--- src/rtl/inst_fetch.sv ---
// Instruction fetch: assembles 32-bit words from a byte-wide arbitrated memory port and hands
// each one to IF/ID for a single cycle. Define ICACHE_EN to add a direct-mapped word cache.
module inst_fetch #(
    parameter logic [31:0] RESET_PC     = 32'h0,
    parameter int          ICACHE_LINES = 16
) (
    input  logic        clk,
    input  logic        rst,
    input  logic        stall_i,
    input  logic        branch_i,
    input  logic [31:0] branch_target_i,
    input  logic        mem_gnt_i,
    input  logic [7:0]  mem_din_i,
    output logic        mem_req_o,
    output logic [31:0] mem_addr_o,
    output logic [31:0] if_pc,
    output logic [31:0] if_inst
);
    typedef enum logic {FETCH, HOLD} state_t;

    state_t      state_q, state_d;
    logic [31:0] pc_q, pc_d;
    logic [2:0]  tx_q, tx_d;
    logic [1:0]  rx_q, rx_d;
    logic        pend_q, pend_d;
    logic [31:0] word_q, word_d;
    logic [31:0] pc_out_d, inst_out_d;
    logic        req_c;
    logic        complete;
    logic        hit;
    logic [31:0] hit_word;
    logic [31:0] full_word;

    if (ICACHE_LINES < 2 || (ICACHE_LINES & (ICACHE_LINES - 1)) != 0) begin : g_bad_lines
        $error("ICACHE_LINES must be a power of two >= 2");
    end

    // The fourth byte arrives on mem_din_i in the same cycle the word completes.
    assign complete  = (state_q == FETCH) && pend_q && (rx_q == 2'd3);
    assign full_word = {word_q[31:8], mem_din_i};

`ifdef ICACHE_EN
    localparam int IDX_W = $clog2(ICACHE_LINES);
    localparam int TAG_W = 30 - IDX_W;

    logic [ICACHE_LINES-1:0] valid_q;
    logic [TAG_W-1:0]        tag_q  [ICACHE_LINES];
    logic [31:0]             data_q [ICACHE_LINES];
    logic [IDX_W-1:0]        idx;

    assign idx      = pc_q[IDX_W+1:2];
    assign hit      = (state_q == FETCH) && (tx_q == 3'd0) && !pend_q && valid_q[idx]
                      && (tag_q[idx] == pc_q[31:IDX_W+2]);
    assign hit_word = data_q[idx];

    always_ff @(posedge clk or negedge rst) begin
        if (!rst)          valid_q      <= '0;
        else if (complete) valid_q[idx] <= 1'b1;
    end

    always_ff @(posedge clk) begin
        if (complete) begin
            tag_q[idx]  <= pc_q[31:IDX_W+2];
            data_q[idx] <= full_word;
        end
    end
`else
    assign hit      = 1'b0;
    assign hit_word = '0;
`endif

    always_comb begin
        state_d    = state_q;
        pc_d       = pc_q;
        tx_d       = tx_q;
        rx_d       = rx_q;
        pend_d     = 1'b0;
        word_d     = word_q;
        pc_out_d   = '0;
        inst_out_d = '0;
        req_c      = (state_q == FETCH) && (tx_q < 3'd4) && !hit;
        if (req_c && mem_gnt_i) begin
            tx_d   = tx_q + 3'd1;
            pend_d = 1'b1;
        end
        if (state_q == FETCH) begin
            if (hit && !stall_i) begin
                pc_out_d   = pc_q;
                inst_out_d = hit_word;
                pc_d       = pc_q + 32'd4;
            end else if (complete) begin
                word_d = full_word;
                tx_d   = 3'd0;
                rx_d   = 2'd0;
                if (stall_i) begin
                    state_d = HOLD;
                end else begin
                    pc_out_d   = pc_q;
                    inst_out_d = full_word;
                    pc_d       = pc_q + 32'd4;
                end
            end else if (pend_q) begin
                case (rx_q)
                    2'd0:    word_d[31:24] = mem_din_i;
                    2'd1:    word_d[23:16] = mem_din_i;
                    default: word_d[15:8]  = mem_din_i;
                endcase
                rx_d = rx_q + 2'd1;
            end
        end else if (!stall_i) begin
            pc_out_d   = pc_q;
            inst_out_d = word_q;
            pc_d       = pc_q + 32'd4;
            state_d    = FETCH;
        end
        // A redirect discards all in-flight work, including a word completing this cycle.
        if (branch_i) begin
            pc_d       = branch_target_i;
            tx_d       = 3'd0;
            rx_d       = 2'd0;
            pend_d     = 1'b0;
            state_d    = FETCH;
            pc_out_d   = '0;
            inst_out_d = '0;
        end
    end

    assign mem_req_o  = req_c & rst;
    assign mem_addr_o = mem_req_o ? (pc_q + {29'd0, tx_q}) : 32'd0;

    always_ff @(posedge clk or negedge rst) begin
        if (!rst) begin
            state_q <= FETCH;
            pc_q    <= RESET_PC;
            tx_q    <= 3'd0;
            rx_q    <= 2'd0;
            pend_q  <= 1'b0;
            if_pc   <= 32'd0;
            if_inst <= 32'd0;
        end else begin
            state_q <= state_d;
            pc_q    <= pc_d;
            tx_q    <= tx_d;
            rx_q    <= rx_d;
            pend_q  <= pend_d;
            if_pc   <= pc_out_d;
            if_inst <= inst_out_d;
        end
    end

    always_ff @(posedge clk) begin
        word_q <= word_d;
    end
endmodule

--- config.mk ---
export PLATFORM = sky130hd
export DESIGN_NAME = inst_fetch
export DESIGN_NICKNAME = d
export VERILOG_FILES = /design/src/rtl/inst_fetch.sv
export SDC_FILE = /design/constraint.sdc
export NUM_CORES = 1
export LEC_CHECK = 0
export BUFFER_PORTS_ARGS = -buffer_cell sky130_fd_sc_hd__buf_4
export CORE_UTILIZATION = 49
export DETAILED_ROUTE_END_ITERATION = 8
export PLACE_DENSITY = 0.84
export SETUP_SLACK_MARGIN = 0.4
export SLEW_MARGIN = 30
export SYNTH_ARGS = -nofsm -noshare
export SYNTH_HDL_FRONTEND = slang
export SYNTH_SLANG_ARGS = --single-unit
export TNS_END_PERCENT = 30
--- constraint.sdc ---
create_clock -name clk -period 2.1 [get_ports clk]
set_input_delay 0.105 -clock clk [delete_from_list [all_inputs] [get_ports clk]]
set_output_delay 0.105 -clock clk [all_outputs]
set_load 0.01 [all_outputs]
# --- Word-level counts from Yosys, hierarchy flattened ---
# Index checks and enable logic that the tools add are counted.
totals:
  wordCells: 64
  reg_bits: 135
  output_inout_bits: 97
  input_bits: 45
classes:
  eq_ne: 3
  n_bitwise: 4
  reduce_logical: 13
  mux: 28
  order_cmp: 1
  addsub: 4
ops:
  columns: ["cell", "n"]
  rows:
  - ["$mux W32", 14]
  - ["$add A32 B3 Y32", 1]
  - ["$add A32 B3 Y32 const B", 1]
  - ["$mux W3", 4]
  - ["$reduce_and A4 Y1", 3]
  - ["$mux W2", 4]
  - ["$mux W1", 6]
  - ["$reduce_bool A3 Y1", 2]
  - ["$logic_and A1 B1 Y1", 4]
  - ["$reduce_and A2 Y1", 2]
  - ["$add A3 B1 Y3 const B", 1]
  - ["$lt A3 B3 Y1 const B", 1]
  - ["$not A1 Y1", 3]
  - ["$add A2 B1 Y2 const B", 1]
  - ["$eq A2 B1 Y1 const B", 1]
  - ["$eq A2 B2 Y1 const B", 1]
  - ["$logic_not A2 Y1", 1]
  - ["$ne A2 B2 Y1 const B", 1]
  - ["$reduce_or A2 Y1", 1]
  - ["$and A1 B1 Y1", 1]

# --- Logic depth before layout (Yosys ltp) ---
# Gate-level depths: netlist of the first run.
depth:
  depth_word: 7
  mapped_depth: 8

# --- Least setup slack after synthesis of the first run ---
# OpenSTA, ideal clock, no wires.
synth_timing:
  kind: "reg2out"
  start: "register tx_q[0]"
  end: "output mem_addr_o[22]"
  arrival_time_ps: 2141
  path_buffers: 1
  slack_ps: -146
  path_stages_with_launch: 9
  cell_sequence: "dfrtp_1 -> ha_1 -> inv_1 -> fa_1 -> nor2b_1 -> o21ai_0 -> clkbuf_1 -> nor4_1 -> mux2i_1"
synth_between:
  elab_chain_cells: 4
synth_rtl:
  columns: ["element", "line_no", "rtl"]
  rows:
  - ["from (decl)", "23", "logic [2:0] tx_q, tx_d;"]
  - ["from (signal assigned)", "143", "tx_q <= tx_d;"]
  - ["branches (longest 3 deep; another with $add A32 B3 Y32)", null, null]
  - ["$mux W32 *", "129", "assign mem_addr_o = mem_req_o ? (pc_q + {29'd0, tx_q}) : 32'd0;"]
  - ["to (decl)", "15", "output logic [31:0] mem_addr_o,"]
# Mark *: on every way between the ends.

# --- Worst setup path after layout of the first run ---
layout_timing:
  start: "register tx_q[0]"
  end: "output mem_addr_o[26]"
# Same word-level chain as after synthesis.

==> summary.txt, run 1 <==
Yosys
  • Avg Cell Area, Syn: 10.8 sq um
  • EDFF count, synth: 32
  • Seq/Total Area, Yosys: between 50% and 60%
  • Synthesized area: roughly 6400 sq um
  • Cell variety after synth: 64
  • YS warnings: 0
  • Mapped Cells: 592
  • Ys flop type: dfrtp_1
  • FFs w/ async S/R, synth: 76.3%
  • Syn_nets: 646
  • Flop and latch count out of synthesis: 135

Power and ir drop
  • VDD IR max: 0.581 mV
  • Pwr Density: 674 nW/um^2
  • Lkg Pwr: 4.63 nW
  • Final Total Pwr: 0.00697 W

Floorplan
  • DIE WIDTH: around 120 microns
  • Die Span Y: 116 microns
  • Initial Utilization: about half
  • Row cnt: 41
  • Core area: 12700 sq um
  • Die ar.: 13500 sq um
  • I/O pin total: 142

Place
  • Port-buffer cells: 141
  • Post-DP HPWL: 12.7 mm
  • Gpl congestion: 0.982
  • Placed cell count: 926
  • Post-Place Cell Area: 8040 sq um

Clocking
  • Root Buffer: clkbuf_16
  • Worst skew pair latency: 0.44 ns
  • CTS Buf Count: 17
  • CTS tree: done
  • Clock tree buffer depth: 2
  • Total clock sinks: around 140
  • Clock transition at path regs: ~0.06 ns
  • H-tree levels: 4

Routing
  • DRC Markers: 0
  • Vias per cell: 6.35
  • DR pass1 iterations: 8
  • Initial DRC count: 1069
  • DR vias: between 6000 and 7000
  • WL/cell: 24.9 microns
  • Total Wirelength: 26.6 mm
  • Antenna-violating nets left: 0

GRT
  • GRT met2 Usage: 49.1%
  • Total GRT Usage: between 30% and 40%
  • Global-route wire length before repair: 31.0 mm
  • GRT met1 Usage: around two fifths
  • Grt peak-use layer: met2
  • Global-route met3 utilization: 8.37%
  • Overflow after GRT: 0
  • Largest net degree at the start of global routing: 59
  • Initial antenna violation count: 1
  • Vias in the first global route: 5949

Timing
  • Skew final: 0.0105 ns
  • Final hold slack: 0.179 ns
  • Setup ws final: -0.548 ns
  • Max-slew violations: 0
  • Slew HR: between 50% and 60%
  • Final setup viols: 35
  • RSZ-0062 raised after global routing: true
  • Fmax: 378 MHz
  • Fin crit period: 2.65 ns
  • Tcrit/Tclk final: 126%
  • Slew @ Worst Pin: 0.681 ns
  • Setup tns final: -12.59 ns
  • Hold Fails Final Rpt: 0

Finish
  • Area grow syn2layout: 62.4%
  • Ratio of cells with drive above 1 in the final layout: 48.6%
  • Number of fill cells in the layout: 613
  • Area occupied by multi-input gates: 3230 sq um
  • Post-route insts no fill: 1066
  • Nets@finish: ~930
  • Reg area: 3550 sq um
  • Design area: approximately 10000 sq um

Setup path
  • Crit. End Element: output pin
  • Worst-path cell chain: ha_4 > inv_2 > fa_2 > nor2b_4 > buf_6 > o21ai_4 > buf_4 > o41ai_4 > buf_4
  • CP max stage delay: 0.41 ns
  • WP data arrival: 2.54 ns
  • CP Max Fanout: 5
  • Worst endpoint required time: 2.00 ns
  • Setup Crit Path Kind: flip-flop to output pin
  • CP startpoint kind: flip-flop
  • Most frequent CP cell: buf_4
  • Critical path's slowest cell: dfrtp_1

Job
  • Max-cap violations: 0

Outcome
  • Failing checks: setup timing
  • Status: complete, but fails checks

Worst hold path
  • Hold Crit Class: input port to flip-flop
path summary, 6_finish.rpt:
check / cells after the start / slack [ns] / endpoint / from
hold / removal: 3 / 0.18 / state_q$_DFF_PN0_ / stall_i
min in group asynchronous: 3 / 0.38 / if_pc[14]$_DFF_PN0_ / rst
hold reg to reg: 1 / 0.45 / if_inst[31]$_DFF_PN0_ / word_q[31]$_DFFE_PP_
setup reg to reg: 6 / -0.15 / pc_q[13]$_DFFE_PN0P_ / rx_q[1]$_DFFE_PN0P_
setup / recovery: 9 / -0.55 / mem_addr_o[26] / tx_q[0]$_DFF_PN0_
max in group asynchronous: 4 / 0.69 / pc_q[17]$_DFFE_PN0P_ / rst
what timing repair did:
| action | CTS | global route |
|---|---|---|
| hold endpoints to repair | 116 | 0 |
| pin swaps | 58 | 60 |
| cloned | 1 | 3 |
| setup buffers | 16 | 45 |
| endpoints found under the setup margin | 105 | 200 |
| resized for setup | 92 | 98 |
| hold buffers | 42 | 0 |
kinds of logic (layout without fill, tap and decap cells):
kind of cell	Yosys count	after routing	share of synthesized area [%]
adders and majority gates	9	9	1.89
AOI/OAI and AO/OA	98	99	10.7
buffers and inverters	63	362	5.83
muxes	7	7	1.12
xor gates and xnor gates	21	21	2.89
and+or+nand+nor	259	260	22.0
DFF	135	135	55.5
other	0	1	0
cell usage after synthesis (4+ instances only):
cell | number | area (sq um)
nor2_1 | 53 | 199
nand3_1 | 12 | 60.1
nand2_1 | 45 | 169
clkbuf_1 | 24 | 90.1
ha_1 | 8 | 100
buf_4 | 5 | 37.5
or2_2 | 5 | 31.3
nor3_1 | 14 | 70.1
mux2i_1 | 6 | 60.1
o311ai_0 | 5 | 43.8
or4_1 | 9 | 67.6
a41o_1 | 4 | 40.0
a21oi_1 | 14 | 70.1
buf_6 | 7 | 78.8
o31ai_1 | 6 | 45.0
a22oi_1 | 8 | 60.1
dfrtp_1 | 103 | 2580
xnor2_1 | 15 | 131
a31oi_1 | 14 | 87.6
clkbuf_8 | 4 | 55.1
nand4_1 | 23 | 144
a211o_1 | 4 | 35.0
o21ai_0 | 22 | 110
edfxtp_1 | 32 | 961
inv_1 | 15 | 56.3
and2_1 | 51 | 319
xor2_1 | 6 | 52.6
nor4_1 | 15 | 93.8
or3_1 | 12 | 75.1
metal layers:
layer  up-vias  part of all wire (%)  routed length, microns
li1       2704                     -                       -
met1      3209                    37                    9760
met2       649                    45                   12000
met3       208                    12                    3080
met4         4                   6.2                    1660
met5         -                  0.15                      40
final cells by class:
| cell class | instances | area share (%) |
|---|---|---|
| multi-input combinational | 396 | 31.3 |
| sequential | 135 | 34.3 |
| antenna | 1 | 0.0242 |
| inverter | 15 | 0.568 |
| tap | 172 | 2.08 |
| timing repair buffer | 315 | 26.1 |
| clock inverter | 13 | 1.41 |
| clock buffer | 19 | 4.18 |
cells in the final DEF, fill, tap and decap left out, types with 5 or more instances in the layout:
| cell type | n |
|---|---|
| buf_4 | 224 |
| dfrtp_1 | 93 |
| nor2_1 | 48 |
| nand2_1 | 43 |
| buf_6 | 42 |
| dlygate4sd3_1 | 42 |
| and2_1 | 35 |
| edfxtp_1 | 32 |
| nand4_1 | 23 |
| clkbuf_16 | 18 |
| and2_4 | 15 |
| o21ai_0 | 13 |
| nor3_1 | 12 |
| inv_1 | 11 |
| a31oi_1 | 11 |
| dfrtp_2 | 10 |
| or3_4 | 9 |
| a22oi_1 | 8 |
| a21oi_2 | 8 |
| nand3_1 | 8 |
| xnor2_1 | 8 |
| o21ai_1 | 7 |
| xnor2_2 | 7 |
| xor2_1 | 6 |
| nor4_1 | 6 |
| or4_4 | 6 |
| nor4_4 | 6 |
| nor2_4 | 5 |
| mux2i_1 | 5 |
| o31ai_1 | 5 |
| ha_4 | 5 |
state kept, by name (all words and copies together), names as in the netlist:
register / flops
if_inst: 32
if_pc: 32
pc_q: 32
pend_q: 1
rx_q: 2
state_q: 1
tx_q: 3
word_q: 32
through the flow:
stage                     setup slack (ns)  util, %
after floorplan                     0.0974        -
after global placement              0.0159     63.4
after detailed placement           -0.0365     63.4
after CTS                           -0.430     75.3
after global routing                -0.675     81.6
final                               -0.548     81.7
worst max-delay path, delay by kind of cell (launching register included):
family	cells	cell delay, ns
buffers and inverters	4	0.57
adders and majority gates	2	0.54
DFF	1	0.41
AOI/OAI and AO/OA	2	0.34
and+or+nand+nor	1	0.23
where the power goes:
group	switching, W	internal (W)	total, W
clock	0.00124	0.00176	0.00300
combinational	0.000587	0.000491	0.00108
sequential	0.000119	0.00277	0.00289
total	0.00195	0.00502	0.00697
Note: power is estimated with default switching activity, not from simulation.
==> run 2, diff against run 1 <==
Settings changed: ABC_AREA set to 1.
==> run 2 against run 1 <==
  * The flow still finishes with violations (setup timing)
  * Non-clock buffer count fell by 108
  * Worst setup slack improved by 0.18 ns
  * Design area fell by 11%
  * Synthesized cell count rose by 38%
  * Die area rose by 3.1%
  * Via count fell by 3.1%
  * Flip-flop and latch count did not move
  * Maximum frequency rose by 7.2%
  * Utilization fell by 9.5 points
  * Clock power barely moved
  * Global-route usage fell by 1.0 points
  * Critical path type unchanged
  * Largest power group unchanged
==> summary.txt, run 2 <==
Outcome
  • Status: complete, but fails checks
  • Failing checks: setup timing

Finish
  • Area grow syn2layout: 40.8%
  • Most frequent cells in the layout: 231 x nand2_1, 176 x buf_4, 119 x nor2_1
  • Leading cell type in the layout, fill and taps excluded: nand2_1
  • Ratio of cells with drive above 1 in the final layout: 29.9% (-19 points)
  • Nets@finish: 1070 (+15%)
  • Antenna Diode Count: 0 (-1)

Floorplan
  • Core area: 12800 sq um (+1.2%)
  • Row cnt: 41 (unchanged)
  • Die ar.: 13900 sq um (+3.1%)
  • I/O pin total: 142 (unchanged)
  • DIE WIDTH: 118 microns (+1.5%)
  • Die Span Y: 118 microns (+1.5%)
  • Initial Utilization: 51.2% (+0.95 points)

Clocking
  • Root Buffer: clkbuf_16
  • Worst skew pair latency: 0.43 ns (about the same)
  • Clock tree buffer depth: 2 (unchanged)
  • CTS tree: done
  • CTS Buf Count: 17 (unchanged)
  • Clock transition at path regs: 0.06 ns (about the same)
  • Total clock sinks: 135 (unchanged)
  • H-tree levels: 4 (unchanged)

Setup path
  • Most frequent CP cell: buf_4
  • Worst r2r path cells: 12 (+6)
  • Setup Crit Path Kind: flip-flop to output pin
  • Worst endpoint required time: 2.00 ns (about the same)
  • CP Max Fanout: 2 (-3)
  • Critical path's slowest cell: dfrtp_1
  • CP max stage delay: 0.36 ns (-0.05 ns)
  • Crit path launch: pc_q[0]$_DFFE_PN0P_
  • Crit. End Element: output pin
  • Crit-path leading delay family: buffers and inverters
  • Stages on worst setup path: 12 (+3)
  • Crit path to: mem_addr_o[2]
  • WP data arrival: 2.36 ns (-0.18 ns)
  • Reg2reg start: pc_q[2]$_DFFE_PN0P_
  • Crit path buffers/inverters: 8 (+4)
  • Worst-path cell chain: ha_2 > inv_2 > fa_2 > inv_2 > buf_4 > buf_4 > buf_4 > buf_4 > buf_4 > o21ai_0 > a21oi_1 > buf_4
  • CP startpoint kind: flip-flop
  • Reg-to-reg setup timing slack: 0.23 ns (+0.38 ns)
  • R2R Path End: pc_q[28]$_DFFE_PN0P_

Yosys
  • Cell variety after synth: 32 (-50%)
  • FFs w/ async S/R, synth: 76.3% (unchanged)
  • Post-Synth Adder-Cell Area: 1.83% (-0.057 points)
  • Synth top area cells: dfrtp_1 39%, edfxtp_1 15%, nand2_1 14%, nor2_1 8.3%, nand3_1 4.0%
  • EDFF count, synth: 32 (unchanged)
  • Dominant cell type by area after synthesis: dfrtp_1
  • Share of synthesized area spent on multiplexers: 0% (-1.1 points)
  • YS warnings: 0 (unchanged)
  • Ys flop type: dfrtp_1
  • Post-Synth XOR/XNOR Area: 0.933% (-2.0 points)
  • Post-synth top area share: 39.2% (-1.2 points)
  • Synthesized area: 6570 sq um (+3.1%)
  • Post-synthesis compound-gate area fraction: 6.02% (-4.7 points)
  • Most frequent cell after synthesis: nand2_1
  • Flop and latch count out of synthesis: 135 (unchanged)
  • Seq/Total Area, Yosys: 53.8% (-1.7 points)
  • Synth Area in Simple Gates: 31.5% (+9.5 points)
  • Post-synth top cells: 243 x nand2_1, 145 x nor2_1, 103 x dfrtp_1, 65 x inv_1, 52 x nand3_1
  • Avg Cell Area, Syn: 8.03 sq um (-25%)
  • Syn_nets: 872 (+35%)
  • Mapped Cells: 818 (+38%)
  • Largest family of logic cells by synthesized area: simple AND/OR/NAND/NOR gates

Timing
  • Slew @ Worst Pin: 0.756 ns (+0.0753 ns)
  • Hold Fails Final Rpt: 0 (unchanged)
  • Fin crit period: 2.47 ns (-0.178 ns)
  • Tcrit/Tclk final: 118% (-8.5 points)
  • RSZ-0062 raised after global routing: true
  • Setup ws final: -0.370 ns (+0.178 ns)
  • Fmax: 405 MHz (+7.2%)
  • Slew HR: 49.6% (-5.0 points)
  • Max-slew violations: 0 (unchanged)
  • Skew final: 0.0140 ns (+0.00353 ns)
  • Final setup viols: 30 (-14%)

Routing
  • Vias per cell: 5.46 (-14%)
  • DRC Markers: 0 (unchanged)
  • Initial DRC count: 736 (-31%)
  • WL/cell: 17.1 microns (-32%)
  • Total Wirelength: 20.5 mm (-23%)
  • DR pass1 iterations: 7 (-1)
  • Antenna-violating nets left: 0 (unchanged)
  • DR vias: 6563 (-3.1%)

GRT
  • Largest net degree at the start of global routing: 59 (unchanged)
  • Vias in the first global route: 6273 (+5.4%)
  • Overflow after GRT: 0 (unchanged)
  • Initial antenna violation count: 0 (-1)
  • Global-route wire length before repair: 31.9 mm (+2.8%)
  • Total GRT Usage: 30.0% (-1.0 points)

Job
  • Max-cap violations: 0 (unchanged)

Place
  • DP Worst Slack: -0.00991 ns (+0.0266 ns)
  • Gpl congestion: 0.965 (-1.8%)
  • Port-buffer cells: 141 (unchanged)
  • Post-DP HPWL: 13.4 mm (+5.8%)

Power and ir drop
  • Final Total Pwr: 0.00703 W (+0.80%)
  • Pwr Density: 760 nW/um^2 (+13%)
  • VDD IR max: 0.704 mV (+21%)
  • Lkg Pwr: 4.40 nW (-5.1%)

Worst hold path
  • Hold Crit Class: input port to flip-flop
[run 2: cell types whose count changed after synthesis, sizes merged, moves of 14 or more]
cell	before	now
nor2	53	154
nand4	26	5
nor3	15	39
nor4	15	1
inv	15	67
nand3	12	52
nand2	45	247
and2	52	0
xnor2	15	0
clkbuf	29	5
a21oi	14	31
[run 2: metal layers]
layer,wire length (microns),part of all wire (%),vias up,GRT usage (%)
li1,-,-,3009,-
met1,7920,39,3093,38.1
met2,10000,49,389,48.7
met3,1760,8.6,72,5.96
met4,804,3.9,0,15.1
met5,0,0,-,0
[run 2: worst reg2reg max path: stages, from the launching register on]
cell     delay (ns)
dfrtp_1        0.41
buf_4          0.14
buf_6          0.12
ha_4           0.14
inv_2          0.04
nor2_4         0.22
nand2_4        0.11
nor2_4         0.22
nand2_1        0.09
nand2_1        0.07
nand3_1        0.08
nand2_1        0.08
nand2_1        0.05
[run 2: stage by stage]
step                cell area [sq um]  utilization (%)  setup TNS, ns  hold slack, ns  instances
detailed placement               8000             62.4        -0.0128           0.299       1132
global route                     9250             72.1          -8.48          0.0221       1201
global placement                 8000             62.4              0           0.298       1132
finish                           9250             72.1          -5.87          0.0180       1201
CTS                              9050             70.5          -4.86         0.00225       1195
floorplan                        6600                -              0          -0.191        818
[run 2: what timing repair did]
action,4_1_cts,5_1_grt
endpoints found under the setup margin,35,92
hold buffers,22,0
buffers inserted,9,6
pin swaps,11,13
endpoints found under the hold margin,156,0
gates resized for setup,40,50
[run 2: worst min-delay path by stage]
stage / start / to / slack (ns) / depth (start not counted)
after detailed placement: stall_i / if_pc[1]$_DFF_PN0_ / 0.30 / 2
after floorplan: rst / if_inst[0]$_DFF_PN0_ / -0.19 / 0
after global routing: branch_target_i[30] / pc_q[30]$_DFFE_PN0P_ / 0.02 / 5
final: branch_target_i[22] / pc_q[22]$_DFFE_PN0P_ / 0.02 / 5
after global placement: rst / pc_q[11]$_DFFE_PN0P_ / 0.30 / 2
after CTS: branch_target_i[26] / pc_q[26]$_DFFE_PN0P_ / 0.002 / 5
[run 2: logic make-up (layout without fill, tap and decap cells)]
family | after synthesis | in the layout
AO/OA/AOI/OAI | 73 | 73
XOR/XNOR | 7 | 7
adder cells (fa/ha/maj) | 9 | 9
buffers and inverters | 95 | 306
flip-flops | 135 | 135
AND/OR/NAND/NOR | 499 | 499
[run 2: final cells by class]
| type | instances | area (sq um) |
|---|---|---|
| Multi-Input combinational cell | 588 | 2960 |
| Inverter | 67 | 258 |
| Fill cell | 940 | 3570 |
| Clock buffer | 17 | 425 |
| Clock inverter | 15 | 174 |
| Tap cell | 172 | 215 |
| Timing Repair Buffer | 207 | 1670 |
| Sequential cell | 135 | 3550 |
[run 2: power breakdown]
part / total, W / switching, W / leakage (nW) / internal (W)
combinational: 0.00109 / 0.000659 / 2.45 / 0.000431
sequential: 0.00294 / 0.000145 / 1.65 / 0.00280
clock: 0.00299 / 0.00130 / 0.297 / 0.00170
